## src/rtl/coso_sampler_pkg.sv

```systemverilog
// ============================================================================
// Module   : coso_sampler_pkg
// Purpose  : Shared state encoding and default counter widths for coso_sampler.
// Revision : 1.0
// ============================================================================
`default_nettype none

package coso_sampler_pkg;

  localparam int unsigned c_CS_CNT_LENGTH   = 16;
  localparam int unsigned c_DROP_CNT_LENGTH = 8;

  typedef enum logic [1:0] {
    IDLE    = 2'd0,
    REQ     = 2'd1,
    WAITLOW = 2'd2
  } cs_state_e;

endpackage

`default_nettype wire

```

## src/rtl/coso_sampler_sync_2ff.sv

```systemverilog
// ============================================================================
// Module   : sync_2ff
// Purpose  : 1-bit two-flop synchroniser into the clk domain.
// Revision : 1.0
// ============================================================================
`default_nettype none

module sync_2ff (
  input  logic clk,
  input  logic rst,
  input  logic d_i,
  output logic q_o
);

  logic meta_q;
  logic sync_q;

  always_ff @(posedge clk) begin
    if (rst) begin
      meta_q <= 1'b0;
      sync_q <= 1'b0;
    end else begin
      meta_q <= d_i;
      sync_q <= meta_q;
    end
  end

  assign q_o = sync_q;

endmodule

`default_nettype wire

```

## src/rtl/coso_sampler.sv

```systemverilog
// ============================================================================
// Module   : coso_sampler
// Purpose  : Measures RO1 beat periods in RO0 cycles and hands each one to the
//            matching controller over a 4-phase request/acknowledge handshake.
// Revision : 1.0
// ============================================================================
`default_nettype none

module coso_sampler
  import coso_sampler_pkg::*;
#(
  parameter int unsigned CSCntLength   = c_CS_CNT_LENGTH,
  parameter int unsigned DropCntLength = c_DROP_CNT_LENGTH
) (
  input  logic                     clk,
  input  logic                     rst,
  input  logic                     ro1,
  input  logic                     CSAck,
  output logic [CSCntLength-1:0]   CSCnt,
  output logic                     CSReq,
  output logic                     CSSat,
  output logic [DropCntLength-1:0] dropCnt
);

  cs_state_e                state_q, state_d;
  logic                     s0_q, s1_q;
  logic                     ack_s;
  logic                     beat_edge;
  logic                     armed_q, armed_d;
  logic [CSCntLength-1:0]   period_q, period_d;
  logic [CSCntLength-1:0]   cs_cnt_q, cs_cnt_d;
  logic                     cs_req_q, cs_req_d;
  logic                     cs_sat_q, cs_sat_d;
  logic [DropCntLength-1:0] drop_q, drop_d;

  sync_2ff u_ack_sync (
    .clk (clk),
    .rst (rst),
    .d_i (CSAck),
    .q_o (ack_s)
  );

  // ro1 is sampled directly; s0 is the first (metastability-exposed) stage.
  always_ff @(posedge clk) begin
    if (rst) begin
      s0_q <= 1'b0;
      s1_q <= 1'b0;
    end else begin
      s0_q <= ro1;
      s1_q <= s0_q;
    end
  end

  assign beat_edge = s0_q & ~s1_q;

  always_ff @(posedge clk) begin
    if (rst) begin
      state_q  <= IDLE;
      armed_q  <= 1'b0;
      period_q <= '0;
      cs_cnt_q <= '0;
      cs_req_q <= 1'b0;
      cs_sat_q <= 1'b0;
      drop_q   <= '0;
    end else begin
      state_q  <= state_d;
      armed_q  <= armed_d;
      period_q <= period_d;
      cs_cnt_q <= cs_cnt_d;
      cs_req_q <= cs_req_d;
      cs_sat_q <= cs_sat_d;
      drop_q   <= drop_d;
    end
  end

  always_comb begin
    state_d  = state_q;
    armed_d  = armed_q;
    cs_cnt_d = cs_cnt_q;
    cs_req_d = cs_req_q;
    cs_sat_d = cs_sat_q;
    drop_d   = drop_q;

    // Loading 1 on the edge makes the latched count equal the edge spacing.
    if (beat_edge) begin
      period_d = CSCntLength'(1);
    end else if (&period_q) begin
      period_d = period_q;
    end else begin
      period_d = period_q + CSCntLength'(1);
    end

    unique case (state_q)
      IDLE: begin
        if (beat_edge) begin
          if (armed_q) begin
            state_d  = REQ;
            cs_cnt_d = period_q;
            cs_sat_d = &period_q;
            cs_req_d = 1'b1;
          end else begin
            armed_d = 1'b1;
          end
        end
      end
      REQ: begin
        if (ack_s) begin
          state_d  = WAITLOW;
          cs_req_d = 1'b0;
        end
        if (beat_edge && !(&drop_q)) begin
          drop_d = drop_q + DropCntLength'(1);
        end
      end
      WAITLOW: begin
        // An edge coinciding with the return to IDLE is still a busy edge.
        if (!ack_s) begin
          state_d = IDLE;
        end
        if (beat_edge && !(&drop_q)) begin
          drop_d = drop_q + DropCntLength'(1);
        end
      end
      default: begin
        state_d  = IDLE;
        cs_req_d = 1'b0;
      end
    endcase
  end

  assign CSCnt   = cs_cnt_q;
  assign CSReq   = cs_req_q;
  assign CSSat   = cs_sat_q;
  assign dropCnt = drop_q;

endmodule

`default_nettype wire

```

## config.mk

```make
export PLATFORM = sky130hd
export DESIGN_NAME = coso_sampler
export DESIGN_NICKNAME = d
export VERILOG_FILES = /design/src/rtl/coso_sampler_pkg.sv /design/src/rtl/coso_sampler_sync_2ff.sv /design/src/rtl/coso_sampler.sv
export SDC_FILE = /design/constraint.sdc
export NUM_CORES = 1
export LEC_CHECK = 0
export ABC_AREA = 1
export CAP_MARGIN = 5
export CORE_MARGIN = 5
export CORE_UTILIZATION = 25
export CTS_BUF_LIST = sky130_fd_sc_hd__clkbuf_2
export CTS_CLUSTER_SIZE = 20
export DETAILED_ROUTE_END_ITERATION = 12
export DONT_BUFFER_PORTS = 1
export PLACE_DENSITY_LB_ADDON = 0.3
export SLEW_MARGIN = 20
export SYNTH_ARGS = -nofsm -noshare
export SYNTH_HDL_FRONTEND = slang
export SYNTH_SLANG_ARGS = --single-unit
```

## constraint.sdc

```tcl
create_clock -name clk -period 2.54 [get_ports clk]
set_input_delay 0.254 -clock clk [delete_from_list [all_inputs] [get_ports clk]]
set_output_delay 0.254 -clock clk [all_outputs]
set_load 0.03 [all_outputs]
```

==> flow_metrics.py, run 1 <==
metrics = {
    "run_status": {
        "status": "finished clean",
    },
    "die": {
        "fp.dieH_um": 106,
        "fp.dieArea_um2": 11300,
        "boundaryPins": 30,
        "core-area_um2": 9150,
        "die-width_um": 106,
        "start_util": 0.253,
        "placementRows": 35,
    },
    "finish": {
        "ff_latch_area_um2": 981,
        "syn_to_final_growth_pct": 7.61,
        "fillers": 1000,
        "layout_commonest_cell": "nand2_1",
        "multi_input_area_um2": 1110,
        "layout_common_cells": "nand2_1, dfxtp_1, inv_1, nor2_1, o21ai_0",
        "drive_above_1_share": 0.0942,
        "n_antenna_cell": 0,
        "nNetsFinal": 338,
    },
    "sta": {
        "maxSlewHeadroom": 0.559,
        "tightest_slew_ps": 660,
        "drv_slew": 0,
        "finalHoldViolations": 0,
        "fin_crit_sh": 0.684,
        "fmax_mhz": 575,
        "finalClockSkew_ps": 13.8,
        "setup_viol": 0,
        "rsz0062_at_grt": "false",
        "tns_ps": 0,
        "min_period_ps": 1740,
    },
    "grt": {
        "overflow": 0,
        "grt_pass1_wl_mm": 9.29,
        "track_usage": 0.102,
        "grt_max_degree": 32,
        "first_global_vias": 1915,
        "antenna_found_initial": 0,
    },
    "drt": {
        "wl_met2_mm": 2.31,
        "dr.pass1.iters": 4,
        "m1WireLength_mm": 2.67,
        "route.antenna.remaining_nets": 0,
        "viasPerCell": 4.38,
        "wire_per_inst_um": 12.3,
        "vias": 1927,
        "wl_mm": 5.41,
        "drc": 0,
        "drt-initial-drc-count": 128,
        "met3_length_um": 407,
        "dr.max_layer_used": "met4",
    },
    "yosys": {
        "synthCells": 324,
        "synth_ff_type": "dfxtp_1",
        "yosysWarnings": 0,
        "async_reset_ff_frac": 0,
        "ys_ff_latch": 49,
        "synth-edff-count": 0,
        "syn_area_um2": 2320,
        "ys_seq_area_frac": 0.423,
        "synth_area_leader_cell": "dfxtp_1",
        "ys_top_cells_by_area": "dfxtp_1, nand2_1, inv_1",
        "synth_cell_types": 29,
        "synth.avg_cell_area_um2": 7.16,
        "yosysTopAreaCellShare": 0.423,
        "syn_nets": 334,
    },
    "clocking": {
        "cts.path.max_buffers": 2,
        "cts_sinks": 49,
        "cts_buffers": 5,
        "clkLatencyLatePin_ps": 430,
        "clkTransAtPathRegs_ps": 240,
        "cts-resized-gates": 0,
        "cts_tree": "built",
        "cts-root-buf": "clkbuf_2",
        "h-tree-depth": 2,
    },
    "critical_path": {
        "critPathLaunchType": "flip-flop",
        "critPathMaxFanout": 31,
        "rr_worst_depth": 7,
        "crit_arrival_ps": 2090,
        "r2r_setup_slack_ps": 800,
        "crit_type": "flip-flop to flip-flop",
        "crit_end": "CSCnt[3]$_SDFFE_PP0P_",
        "r2r_start": "state_q[1]$_SDFFE_PP0P_",
        "crit_start": "state_q[1]$_SDFFE_PP0P_",
        "cp.required_ps": 2890,
        "cp-end-kind": "flip-flop",
        "worstReg2RegEnd": "CSCnt[3]$_SDFFE_PP0P_",
    },
    "place": {
        "dp_hpwl_mm": 3.96,
        "port_buffers": 0,
        "gp_congestion": 0.846,
    },
    "pwr": {
        "p_leak_uw": 0.00104,
        "peakVddDrop_v": 0.000156,
        "p_per_area_nw_per_um2": 520,
        "power_uw": 1300,
    },
    "job": {
        "drv_cap": 0,
    },
    "min_path": {
        "min_path_type": "input pin to flip-flop",
    },
}
## cell usage after synthesis (2+ instances only)
library cell  count
inv_1            47
a21oi_1          24
buf_2             2
nand3_1          19
o21ai_0          25
nand2_1          70
dfxtp_1          49
nor2_1           34
inv_2             4
nand4_1           7
nor2_4            2
clkbuf_1          3
nand2_2           5
xor2_1            2
nor2_2            3
a31oi_1           8
or2_2             3
ha_1              6
## repair_timing
action                                 4_1_cts  5_1_grt
endpoints found under the hold margin       19        0
buffers inserted                             0        0
hold buffers                                 3        0
## critical path: stages, from the launching register on
cell     delay, ps
dfxtp_1        360
inv_1          110
ha_1           210
nand2_2         90
nor2_4         460
inv_1          200
nor2_1         170
nor2_1          60
## report_power, final
| group | internal (uW) | switching, uW | total (uW) |
|---|---|---|---|
| clock network | 80.9 | 243 | 324 |
| registers | 801 | 58.0 | 859 |
| logic | 39.1 | 75.5 | 115 |
| total | 921 | 377 | 1300 |
## state kept, by name (all words and copies together), names as in the netlist
name / flops
u_ack_sync.meta_q: 1
period_q: 16
dropCnt: 8
armed_q: 1
u_ack_sync.q_o: 1
CSCnt: 16
s1_q: 1
CSSat: 1
CSReq: 1
s0_q: 1
state_q: 2
## kinds of logic (layout without fill, tap and decap cells)
| group | after synthesis | after routing | synth area share |
|---|---|---|---|
| AO/OA/AOI/OAI | 59 | 59 | 0.133 |
| XOR/XNOR | 3 | 3 | 0.0113 |
| flip-flops | 49 | 49 | 0.423 |
| adder cells (fa/ha/maj) | 6 | 6 | 0.0324 |
| buffers and inverters | 58 | 63 | 0.0998 |
| AND/OR/NAND/NOR | 149 | 149 | 0.301 |
## per-layer routing
metal / GRT usage / up-vias
li1: - / 1042
met4: 0.0259 / 0
met3: 0.0419 / 2
met5: 0 / -
met2: 0.153 / 40
met1: 0.134 / 843
## layout make-up
class,count,share of cell area
clock buffers,8,0.0160
repair buffers,4,0.0150
multi-input cells,217,0.443
well taps,111,0.0557
inverters,51,0.0767
flip-flops and latches,49,0.393
## how the worst min path moves through the flow
stage | start | to | slack [ps] | depth (start not counted)
2_1_floorplan | rst | dropCnt[0]$_SDFFE_PP0P_ | 320 | 1
3_3_place_gp | rst | dropCnt[0]$_SDFFE_PP0P_ | 330 | 1
3_5_place_dp | rst | period_q[0]$_SDFFE_PP0P_ | 330 | 1
4_1_cts | rst | dropCnt[6]$_SDFFE_PP0P_ | 240 | 3
5_1_grt | rst | dropCnt[5]$_SDFFE_PP0P_ | 250 | 3
6_report | rst | dropCnt[6]$_SDFFE_PP0P_ | 260 | 3
## metrics by stage
step	instance area [um^2]	hold slack (ps)	setup WS, ps	utilization	instances
final	2490	260	802	0.273	440
after global routing	2490	248	533	0.273	440
after CTS	2490	239	786	0.273	440
after detailed placement	2420	329	819	0.265	429
after global placement	2420	326	885	0.265	429
after floorplan	2320	323	1090	-	324
Power figures use the tool's default switching activity.
==> inputs of run 2 (changes only) <==
==> constraint.sdc (replaced) <==
create_clock -name clk -period 1.6 [get_ports clk]
set_input_delay 0.16 -clock clk [delete_from_list [all_inputs] [get_ports clk]]
set_output_delay 0.16 -clock clk [all_outputs]
set_load 0.03 [all_outputs]
==> run 2 against run 1 <==
  * Combinational power grew 91%
  * Utilization grew 1.1 points
  * Register-to-register slack lost 650 ps
  * Worst setup slack lost 650 ps
  * Non-clock buffer count grew 13
  * Sequential power grew 57%
  * Critical path type unchanged
  * Critical endpoint is now dropCnt[6]$_SDFFE_PP0P_
  * Largest cell class unchanged
  * Largest power group unchanged
  * Highest routed layer unchanged
==> flow_metrics.py, run 2 (synthesis results as in run 1) <==
metrics = {
    "clocking": {
        "cts.path.max_buffers": 2,
        "cts_tree": "built",
        "cts-root-buf": "clkbuf_2",
        "clkLatencyLatePin_ps": 420,
        "cts_sinks": 49,
        "cts_buffers": 5,
        "h-tree-depth": 2,
        "clkTransAtPathRegs_ps": 230,
    },
    "critical_path": {
        "crit_arrival_ps": 1830,
        "cp.required_ps": 1980,
        "crit_type": "flip-flop to flip-flop",
        "critPathMaxFanout": 8,
        "critPathLaunchType": "flip-flop",
        "cp-end-kind": "flip-flop",
    },
    "place": {
        "gp_congestion": 0.871,
        "dp.cells": 442,
        "dp_hpwl_mm": 4.05,
        "dp_slack_ps": 78.9,
        "port_buffers": 0,
    },
    "grt": {
        "grt_max_degree": 23,
        "first_global_vias": 1944,
        "antenna_found_initial": 0,
        "overflow": 0,
        "track_usage": 0.101,
        "grt_pass1_wl_mm": 9.36,
    },
    "sta": {
        "maxSlewHeadroom": 0.575,
        "finalHoldViolations": 0,
        "setup_viol": 0,
        "rsz0062_at_grt": "false",
        "tns_ps": 0,
        "min_period_ps": 1450,
        "fmax_mhz": 689,
        "drv_slew": 0,
        "tightest_slew_ps": 636,
        "finalClockSkew_ps": 26.9,
        "setup_slack_ps": 148,
        "fin_crit_sh": 0.908,
    },
    "die": {
        "die-width_um": 106,
        "boundaryPins": 30,
        "placementRows": 35,
        "fp.dieArea_um2": 11300,
        "fp.dieH_um": 106,
        "start_util": 0.253,
        "core-area_um2": 9150,
    },
    "finish": {
        "fin_util": 0.284,
        "n_antenna_cell": 0,
        "drive_above_1_share": 0.132,
        "fillers": 1019,
        "layout_commonest_cell": "nand2_1",
        "nNetsFinal": 351,
        "syn_to_final_growth_pct": 12.1,
        "ff_latch_area_um2": 982,
        "multi_input_area_um2": 1110,
        "final_cell_count_no_fill": 452,
        "layout_common_cells": "nand2_1, dfxtp_1, inv_1, nor2_1, o21ai_0",
    },
    "drt": {
        "drt-initial-drc-count": 112,
        "wire_per_inst_um": 11.9,
        "vias": 2003,
        "dr.pass1.iters": 4,
        "route.antenna.remaining_nets": 0,
        "drc": 0,
        "viasPerCell": 4.43,
        "wl_mm": 5.36,
    },
    "pwr": {
        "power_uw": 2050,
        "peakVddDrop_v": 0.000272,
        "p_leak_uw": 0.00110,
        "p_per_area_nw_per_um2": 788,
    },
    "min_path": {
        "min_path_type": "input pin to flip-flop",
    },
    "job": {
        "drv_cap": 0,
    },
    "run_status": {
        "status": "finished clean",
    },
}
run 2: cell count changes in the layout (fill, tap and decap cells not counted):
cell      previous run  this run
nor2_1              34        32
buf_4                1        13
clkinv_1             0         1
dfxtp_2              0         1
nor2_2               3         5
clkbuf_2             8         6
inv_2                4         3
buf_6                0         1
dfxtp_1             49        48
inv_4                0         1
run 2: metal layers:
layer | GRT usage | share of wire
met2 | 0.156 | 0.41
met5 | 0 | 0
met1 | 0.137 | 0.52
met3 | 0.0291 | 0.059
met4 | 0.0278 | 0.011
run 2: power by group:
part | switching, uW | internal (uW) | total [uW] | leakage (uW)
registers | 76.8 | 1270 | 1350 | 0.000398
clock network | 378 | 102 | 480 | 0.0000265
logic | 143 | 77.2 | 220 | 0.000681
total | 598 | 1450 | 2050 | 0.00110
run 2: layout make-up:
| type | count | share of cell area |
|---|---|---|
| clock inverters | 1 | 0.00144 |
| repair buffers | 17 | 0.0534 |
| well taps | 111 | 0.0534 |
| inverters | 51 | 0.0746 |
| flip-flops and latches | 49 | 0.378 |
| clock buffers | 6 | 0.0116 |
| multi-input cells | 217 | 0.428 |
run 2: worst max-delay path, cell delays in order, from the launching register on:
cell and delay, ps:
dfxtp_1 390, inv_1 80, ha_1 280, inv_1 40
nor2_2 150, nand2_2 150, inv_4 120, nand2_1 50
a21oi_1 140
run 2: path summary, 6_finish.rpt:
| kind | to | cells past startpoint | start | slack [ps] |
|---|---|---|---|---|
| setup / recovery | dropCnt[6]$_SDFFE_PP0P_ | 8 | state_q[1]$_SDFFE_PP0P_ | 150 |
| hold / removal | dropCnt[6]$_SDFFE_PP0P_ | 3 | rst | 220 |
| setup reg to reg | dropCnt[6]$_SDFFE_PP0P_ | 8 | state_q[1]$_SDFFE_PP0P_ | 150 |
| hold reg to reg | u_ack_sync.q_o$_SDFF_PP0_ | 2 | u_ack_sync.meta_q$_SDFF_PP0_ | 420 |
run 2: what timing repair did:
item | in CTS | in global routing
hold endpoints to repair | 19 | 0
endpoints found under the setup margin | 0 | 10
resized for setup | 0 | 5
hold buffers | 3 | 0
setup buffers | 0 | 0
run 2: through the flow:
step	instance area (um^2)	hold slack (ps)
4_1_cts	2590	205
3_3_place_gp	2520	232
6_report	2600	218
2_1_floorplan	2320	229
5_1_grt	2600	210
3_5_place_dp	2520	235
==> inputs of run 3 (changes only) <==
--- a/config.mk
+++ b/config.mk
@@ -14,7 +14,6 @@
 export DETAILED_ROUTE_END_ITERATION = 12
 export DONT_BUFFER_PORTS = 1
 export PLACE_DENSITY_LB_ADDON = 0.3
-export SLEW_MARGIN = 20
 export SYNTH_ARGS = -nofsm -noshare
 export SYNTH_HDL_FRONTEND = slang
 export SYNTH_SLANG_ARGS = --single-unit
==> results of run 3 <==
Final layout, timing and power as in run 2 (identical DEF).
